$ cat src/rtl/sram_arbiter_if.sv
// sram_arbiter_if: bundle of the two requester ports and the sram_controller command port.
//   m0_*/m1_*   : requester request, address, write enable, write data, ack, read-valid
//   m_rdata     : shared read data returned to the requesters
//   s_*         : command to the controller (req/addr/write_enable/write_data), ready and read data back
//   slave modport is the arbiter's view; master modport is the surrounding system's view.
interface sram_arbiter_if #(
    parameter int ADDR_BITS = 20,
    parameter int DATA_BITS = 16
);
    logic                 m0_req, m1_req;
    logic [ADDR_BITS-1:0] m0_addr, m1_addr;
    logic                 m0_write_enable, m1_write_enable;
    logic [DATA_BITS-1:0] m0_write_data, m1_write_data;
    logic                 m0_ack, m1_ack;
    logic                 m0_rvalid, m1_rvalid;
    logic [DATA_BITS-1:0] m_rdata;
    logic                 s_req;
    logic [ADDR_BITS-1:0] s_addr;
    logic                 s_write_enable;
    logic [DATA_BITS-1:0] s_write_data;
    logic                 s_ready;
    logic [DATA_BITS-1:0] s_rdata;

    modport slave (
        input  m0_req, m1_req, m0_addr, m1_addr, m0_write_enable, m1_write_enable,
               m0_write_data, m1_write_data, s_ready, s_rdata,
        output m0_ack, m1_ack, m0_rvalid, m1_rvalid, m_rdata,
               s_req, s_addr, s_write_enable, s_write_data
    );

    modport master (
        output m0_req, m1_req, m0_addr, m1_addr, m0_write_enable, m1_write_enable,
               m0_write_data, m1_write_data, s_ready, s_rdata,
        input  m0_ack, m1_ack, m0_rvalid, m1_rvalid, m_rdata,
               s_req, s_addr, s_write_enable, s_write_data
    );
endinterface

$ cat src/rtl/sram_arbiter.sv
// sram_arbiter: two-port round-robin arbiter with burst limit in front of an sram_controller.
//   clk   : sole clock, rising edge
//   reset : synchronous active-high reset
//   bus   : sram_arbiter_if.slave carrying both requester ports and the controller command port
module sram_arbiter #(
    parameter int ADDR_BITS    = 20,
    parameter int DATA_BITS    = 16,
    parameter int READ_LATENCY = 2,
    parameter int MAX_BURST    = 8
) (
    input logic            clk,
    input logic            reset,
    sram_arbiter_if.slave  bus
);
    localparam int CW = $clog2(MAX_BURST + 1);

    typedef enum logic [1:0] {IDLE, GRANT0, GRANT1} state_t;

    state_t                  state, state_next;
    logic                    last_grant;
    logic [CW-1:0]           cnt, cnt_inc;
    logic                    issue0, issue1, burst_done, rd_issue;
    logic [READ_LATENCY-1:0] pv, pid;

    assign issue0     = state == GRANT0 && bus.m0_req && bus.s_ready;
    assign issue1     = state == GRANT1 && bus.m1_req && bus.s_ready;
    assign rd_issue   = (issue0 && !bus.m0_write_enable) || (issue1 && !bus.m1_write_enable);
    // saturating so a long solo burst cannot wrap and delay the other port's turn
    assign cnt_inc    = cnt == CW'(MAX_BURST) ? cnt : cnt + 1'b1;
    assign burst_done = cnt_inc == CW'(MAX_BURST);

    assign bus.s_req          = state == GRANT0 ? bus.m0_req : state == GRANT1 ? bus.m1_req : 1'b0;
    assign bus.s_addr         = ADDR_BITS'(state == GRANT1 ? bus.m1_addr : bus.m0_addr);
    assign bus.s_write_enable = state == GRANT1 ? bus.m1_write_enable : bus.m0_write_enable;
    assign bus.s_write_data   = DATA_BITS'(state == GRANT1 ? bus.m1_write_data : bus.m0_write_data);
    assign bus.m0_ack         = issue0;
    assign bus.m1_ack         = issue1;
    assign bus.m0_rvalid      = pv[READ_LATENCY-1] && !pid[READ_LATENCY-1];
    assign bus.m1_rvalid      = pv[READ_LATENCY-1] && pid[READ_LATENCY-1];
    assign bus.m_rdata        = DATA_BITS'(bus.s_rdata);

    always_comb begin
        state_next = state;
        case (state)
            IDLE:    state_next = (bus.m0_req && bus.m1_req) ? (last_grant ? GRANT0 : GRANT1) :
                                  bus.m0_req ? GRANT0 : bus.m1_req ? GRANT1 : IDLE;
            GRANT0:  state_next = !(bus.m0_req || bus.m1_req) ? IDLE :
                                  (bus.m1_req && (!bus.m0_req || (issue0 && burst_done))) ? GRANT1 : GRANT0;
            GRANT1:  state_next = !(bus.m0_req || bus.m1_req) ? IDLE :
                                  (bus.m0_req && (!bus.m1_req || (issue1 && burst_done))) ? GRANT0 : GRANT1;
            default: state_next = IDLE;
        endcase
    end

    always_ff @(posedge clk) begin
        if (reset) begin
            state      <= IDLE;
            last_grant <= 1'b1;
            cnt        <= '0;
            pv         <= '0;
            pid        <= '0;
        end else begin
            state <= state_next;
            if (state_next != state)
                cnt <= '0;
            else if (issue0 || issue1)
                cnt <= cnt_inc;
            if (issue0)
                last_grant <= 1'b0;
            else if (issue1)
                last_grant <= 1'b1;
            // read-return tracker: one slot per cycle, valid only for issued reads
            pv[0]  <= rd_issue;
            pid[0] <= issue1;
            for (int i = 1; i < READ_LATENCY; i++) begin
                pv[i]  <= pv[i-1];
                pid[i] <= pid[i-1];
            end
        end
    end
endmodule

$ cat src/flat_wrapper.sv
// flat-port wrapper written by rule: the top's interface ports become plain ports
module sram_arbiter_flat 
#(
    parameter int ADDR_BITS    = 20,
    parameter int DATA_BITS    = 16,
    parameter int READ_LATENCY = 2,
    parameter int MAX_BURST    = 8
)
  (clk, reset, bus_m0_req, bus_m1_req, bus_m0_addr, bus_m1_addr, bus_m0_write_enable, bus_m1_write_enable, bus_m0_write_data, bus_m1_write_data, bus_s_ready, bus_s_rdata, bus_m0_ack, bus_m1_ack, bus_m0_rvalid, bus_m1_rvalid, bus_m_rdata, bus_s_req, bus_s_addr, bus_s_write_enable, bus_s_write_data);
  sram_arbiter_if #(.ADDR_BITS(ADDR_BITS), .DATA_BITS(DATA_BITS)) bus_i ();
  input logic clk;
  input logic reset;
  input wire logic [$bits(bus_i.m0_req)-1:0] bus_m0_req;
  input wire logic [$bits(bus_i.m1_req)-1:0] bus_m1_req;
  input wire logic [$bits(bus_i.m0_addr)-1:0] bus_m0_addr;
  input wire logic [$bits(bus_i.m1_addr)-1:0] bus_m1_addr;
  input wire logic [$bits(bus_i.m0_write_enable)-1:0] bus_m0_write_enable;
  input wire logic [$bits(bus_i.m1_write_enable)-1:0] bus_m1_write_enable;
  input wire logic [$bits(bus_i.m0_write_data)-1:0] bus_m0_write_data;
  input wire logic [$bits(bus_i.m1_write_data)-1:0] bus_m1_write_data;
  input wire logic [$bits(bus_i.s_ready)-1:0] bus_s_ready;
  input wire logic [$bits(bus_i.s_rdata)-1:0] bus_s_rdata;
  output wire logic [$bits(bus_i.m0_ack)-1:0] bus_m0_ack;
  output wire logic [$bits(bus_i.m1_ack)-1:0] bus_m1_ack;
  output wire logic [$bits(bus_i.m0_rvalid)-1:0] bus_m0_rvalid;
  output wire logic [$bits(bus_i.m1_rvalid)-1:0] bus_m1_rvalid;
  output wire logic [$bits(bus_i.m_rdata)-1:0] bus_m_rdata;
  output wire logic [$bits(bus_i.s_req)-1:0] bus_s_req;
  output wire logic [$bits(bus_i.s_addr)-1:0] bus_s_addr;
  output wire logic [$bits(bus_i.s_write_enable)-1:0] bus_s_write_enable;
  output wire logic [$bits(bus_i.s_write_data)-1:0] bus_s_write_data;
  assign bus_i.m0_req = bus_m0_req;
  assign bus_i.m1_req = bus_m1_req;
  assign bus_i.m0_addr = bus_m0_addr;
  assign bus_i.m1_addr = bus_m1_addr;
  assign bus_i.m0_write_enable = bus_m0_write_enable;
  assign bus_i.m1_write_enable = bus_m1_write_enable;
  assign bus_i.m0_write_data = bus_m0_write_data;
  assign bus_i.m1_write_data = bus_m1_write_data;
  assign bus_i.s_ready = bus_s_ready;
  assign bus_i.s_rdata = bus_s_rdata;
  assign bus_m0_ack = bus_i.m0_ack;
  assign bus_m1_ack = bus_i.m1_ack;
  assign bus_m0_rvalid = bus_i.m0_rvalid;
  assign bus_m1_rvalid = bus_i.m1_rvalid;
  assign bus_m_rdata = bus_i.m_rdata;
  assign bus_s_req = bus_i.s_req;
  assign bus_s_addr = bus_i.s_addr;
  assign bus_s_write_enable = bus_i.s_write_enable;
  assign bus_s_write_data = bus_i.s_write_data;
  sram_arbiter #(.ADDR_BITS(ADDR_BITS), .DATA_BITS(DATA_BITS), .READ_LATENCY(READ_LATENCY), .MAX_BURST(MAX_BURST)) u_core (.clk(clk), .reset(reset), .bus(bus_i));
endmodule
$ cat config.mk
export PLATFORM = sky130hd
export DESIGN_NAME = sram_arbiter_flat
export DESIGN_NICKNAME = d
export VERILOG_FILES = /design/src/rtl/sram_arbiter_if.sv /design/src/rtl/sram_arbiter.sv /design/src/flat_wrapper.sv
export SDC_FILE = /design/constraint.sdc
export NUM_CORES = 1
export LEC_CHECK = 0
export BUFFER_PORTS_ARGS = -buffer_cell sky130_fd_sc_hd__buf_2
export CAP_MARGIN = 20
export CORE_UTILIZATION = 35
export DETAILED_ROUTE_END_ITERATION = 6
export PLACE_DENSITY = 0.9
export RECOVER_POWER = 100
export SYNTH_ARGS = -nofsm -noshare
export SYNTH_HDL_FRONTEND = slang
export SYNTH_SLANG_ARGS = --single-unit
$ cat constraint.sdc
create_clock -name clk -period 2.45 [get_ports clk]
set_input_delay 0.1225 -clock clk [delete_from_list [all_inputs] [get_ports clk]]
set_output_delay 0.1225 -clock clk [all_outputs]
set_load 0.1 [all_outputs]
# Word-level counts from Yosys, hierarchy flattened

Cells that the tools add are included.

Word-level logic and storage cells: 54
Bits of input ports: 95
Output and inout bits: 58
Register bits: 11

Reductions and logical operators: 26
Equality and inequality tests: 5
$add $sub $neg: 1
Muxes and demuxes: 17

Operators by type and width:

| cell                                                                   | count |
|---|---|
| 20-bit two-way mux                                                     | 1 |
| 16-bit two-way mux                                                     | 1 |
| 2-bit two-way mux                                                      | 8 |
| 1-bit logical AND                                                      | 13 |
| 4-bit equality test (second input constant)                            | 2 |
| 2-bit case mux with 3 select lines                                     | 1 |
| 1-bit zero test                                                        | 5 |
| 1-bit logical OR                                                       | 5 |
| 1-bit two-way mux                                                      | 5 |
| 4-bit by 1-bit adder with 4-bit output (second input constant)         | 1 |
| 4-bit two-way mux                                                      | 1 |
| 2-bit by 1-bit equality test with 1-bit output (second input constant) | 1 |
| 2-bit equality test (second input constant)                            | 1 |
| 2-bit zero test                                                        | 1 |
| 2-bit inequality test                                                  | 1 |
| 2-bit nonzero test                                                     | 1 |
| 2-bit OR reduction                                                     | 1 |

# Longest topological paths before layout

Word-level depth: 11
Gate-level depth with buffers: 7
Gate-level depth less buffers: 7

# Worst setup path before layout

Ideal clock, no wire load.

Kind: register -> output
From: register u_core.state[0]
To: output bus_s_req
Arrival time: 2.855 ns
Path buffers: 1
Cell stages (with the launch flop): 4
Slack: -0.528 ns
Required time: 2.328 ns
Path through: dfxtp_1 -> nand2b_1 -> clkbuf_1 -> o21ai_0

Longest elaborated chain between the ends: 3
Elaborated cells on any way between the ends: 4
Those cells by class: 2 x eq/ne; 2 x mux

RTL lines:

| element                | line               | source |
|---|---|---|
| start, declared        | sram_arbiter.sv:19 | `state_t state, state_next;` |
| start signal, assigned | sram_arbiter.sv:63 | `state <= state_next;` |
| 2-bit equality test    | sram_arbiter.sv:32 | `assign bus.s_req = state == GRANT0 ? bus.m0_req : state == GRANT1 ? bus.m1_req : 1'b0;` |
| 1-bit two-way mux      | sram_arbiter.sv:32 |  |
| 1-bit two-way mux (*)  | sram_arbiter.sv:32 |  |
| end, declared          | flat_wrapper.sv:28 | `output wire logic [$bits(bus_i.s_req)-1:0] bus_s_req;` |

Mark *: on every way between the ends. The rest lies on a longest branch, timed or not.

# Worst setup path in the final report

From: register u_core.state[0]
To: output bus_s_write_data[12]

Longest elaborated chain between the ends: 2

RTL lines:

| element             | line               | source |
|---|---|---|
| 2-bit equality test | sram_arbiter.sv:35 | `assign bus.s_write_data = DATA_BITS'(state == GRANT1 ? bus.m1_write_data : bus.m0_write_data);` |
| 16-bit two-way mux  | sram_arbiter.sv:35 |  |
| end, declared       | flat_wrapper.sv:31 | `output wire logic [$bits(bus_i.s_write_data)-1:0] bus_s_write_data;` |

No other way between the ends.

==> results_dict.tcl <==
set metrics [dict create \
    overflow 0 \
    hpwl_um 4210 \
    core_area_um2 3740 \
    fill_cells 372 \
    postRouteAntennaNets 0 \
    dp_slack_ns 0.325 \
    synthArstFlopShare 0 \
    hold_viol 0 \
    drive_gt1_frac 0.414 \
    clock_latency_ns 0.23 \
    syn_avg_cell_area_um2 6.11 \
    antenna_found_initial 0 \
    die_h_um 65.4 \
    startpoint_type "register" \
    critical_path_class "reg -> out" \
    stdcell_count 379 \
    synth_ff_type "dfxtp_1" \
    wirelength_um 5240 \
    setup_viol 0 \
    ys_ff_latch 11 \
    synth-seq-area-share 0.157 \
    rows 22 \
    final_common_cell "nand2_1" \
    end_kind "output port" \
    ctsLongestPathBuffers 2 \
    fin_crit_ns 2.21 \
    slew_violations 0 \
    synth_cell_types 44 \
    num_antenna_cells 0 \
    synth-edff-count 0 \
    cts_setup_buffers 0 \
    grt_pass1_vias 1598 \
    final_cell_mix "119 x nand2_1, 94 x buf_2, 16 x clkbuf_2" \
    relSlewSlack 0.228 \
    cts-buffers-inserted 3 \
    nNetsFinal 429 \
    place_inst 375 \
    vias 1838 \
    p_leak_nw 1.14 \
    worstPathArrival_ns 2.09 \
    cap_violations 0 \
    dr.pass1.iters 4 \
    start_util 0.375 \
    io_pins 153 \
    cts_tree "done" \
    fin_ws_ns 0.236 \
    die_w_um 65.4 \
    globalplace.congestion 0.838 \
    track_usage 0.225 \
    fmax_ghz 0.452 \
    syn-cell-area_um2 1410 \
    hold_class "in -> reg" \
    rsz0062_at_grt "no" \
    grt_pass1_wl_um 7410 \
    drc 0 \
    finalCritPeriodShare 0.903 \
    skew_ns 0.00406 \
    grt_max_degree 24 \
    status "finished clean" \
    tns_ns 0 \
    die_area_um2 4270 \
    tightestPinTransition_ns 1.16 \
    synth_nets 327 \
    stdcell_area_um2 2000 \
    post_cts_resize_count 0 \
    htreeDepth 1 \
    netlist_instances 230 \
    wl_per_cell_um 13.8 \
    required_ns 2.33 \
    port_buffers 120 \
    ir_drop_v 0.000382 \
    clkTransAtPathRegs_ns 0.05 \
    holdBufCountCts 0 \
    cts_root_buf "clkbuf_8" \
    yosysWarnings 0 \
    power.density_nw_per_um2 607 \
    clock-sinks 11 \
    placed_area_um2 2480 \
    drt_iter0_markers 56 \
    viasPerCell 4.85 \
    crit_path_max_fanout 23 \
    syn2layout_area_growth_pct 42.6 \
]
## sequential cells by signal, summed over array words and instances, names as in the netlist
signal / count
u_core.cnt: 4
u_core.pid: 2
u_core.pv: 2
u_core.state: 2
u_core.last_grant: 1
## routing by layer
layer | part of all wire | up-vias | track usage | routed length (um)
met2 | 0.50 | 99 | 0.414 | 2620
met3 | 0.090 | 8 | 0.0521 | 473
li1 | - | 929 | - | -
met5 | 0 | - | 0 | 0
met4 | 0.0097 | 0 | 0.0679 | 51
met1 | 0.40 | 802 | 0.253 | 2090
## final cells by class
cell class | instances | area [um2] | area share
clock buffers | 4 | 45.0 | 0.0225
inverters | 6 | 22.5 | 0.0112
repair buffers | 124 | 698 | 0.349
multi-input cells | 186 | 957 | 0.478
well taps | 48 | 60.1 | 0.0300
flip-flops and latches | 11 | 220 | 0.110
## path summary, 6_finish.rpt
kind | startpoint | endpoint | slack (ns) | cells past startpoint
worst min-delay path | reset | u_core.pv[1] | 0.15 | 2
worst min register to register | u_core.pid[0] | u_core.pid[1] | 0.45 | 1
worst max-delay path | u_core.state[0] | bus_s_write_data[12] | 0.24 | 5
worst max register to register | u_core.cnt[0] | u_core.cnt[0] | 0.28 | 7
## where the power goes
| group | total, mW | switching, mW | internal (mW) |
|---|---|---|---|
| Combinational | 0.840 | 0.666 | 0.174 |
| Sequential | 0.199 | 0.0143 | 0.185 |
| Clock | 0.178 | 0.0637 | 0.114 |
| Total | 1.22 | 0.744 | 0.472 |
## Yosys cell counts, drive strengths merged (2+ instances only)
cell,n,share of area
nor2,4,0.011
nor2b,4,0.018
nor4,2,0.013
nand4b,2,0.034
o21a,2,0.011
or2,8,0.036
inv,5,0.013
nand2b,2,0.0089
a21oi,5,0.023
and2,2,0.0089
mux2i,3,0.021
ha,2,0.018
xnor2,2,0.012
a21boi,3,0.019
o32ai,4,0.025
clkbuf,6,0.026
o41ai,3,0.019
dfxtp,11,0.16
nand2,119,0.32
o21ai,4,0.014
nand3,3,0.011
buf,20,0.099
## critical path, cell delays in order, from the launching register on
cell and delay, ns:
dfxtp_1 0.64, nand2b_1 0.19, clkbuf_2 0.38, nand2_1 0.10
nand2_1 0.08, buf_2 0.44
## cell families after synthesis
group / count (synthesis) / synth area share
adders and majority gates: 2 / 0.0178
muxes: 3 / 0.0214
AOI/OAI and AO/OA: 27 / 0.153
xor gates and xnor gates: 3 / 0.0187
and+or+nand+nor: 151 / 0.485
buffers and inverters: 33 / 0.147
DFF: 11 / 0.157
## metrics by stage
stage | total power, mW | util | hold slack [ns]
after detailed placement | 1.26 | 0.664 | 0.246
after global placement | 1.25 | 0.664 | 0.246
after CTS | 1.44 | 0.676 | 0.148
after floorplan | 0.971 | - | 0.194
final | 1.22 | 0.535 | 0.148
after global routing | 1.26 | 0.535 | 0.150
No activity file was read; power rests on OpenSTA's default activity.
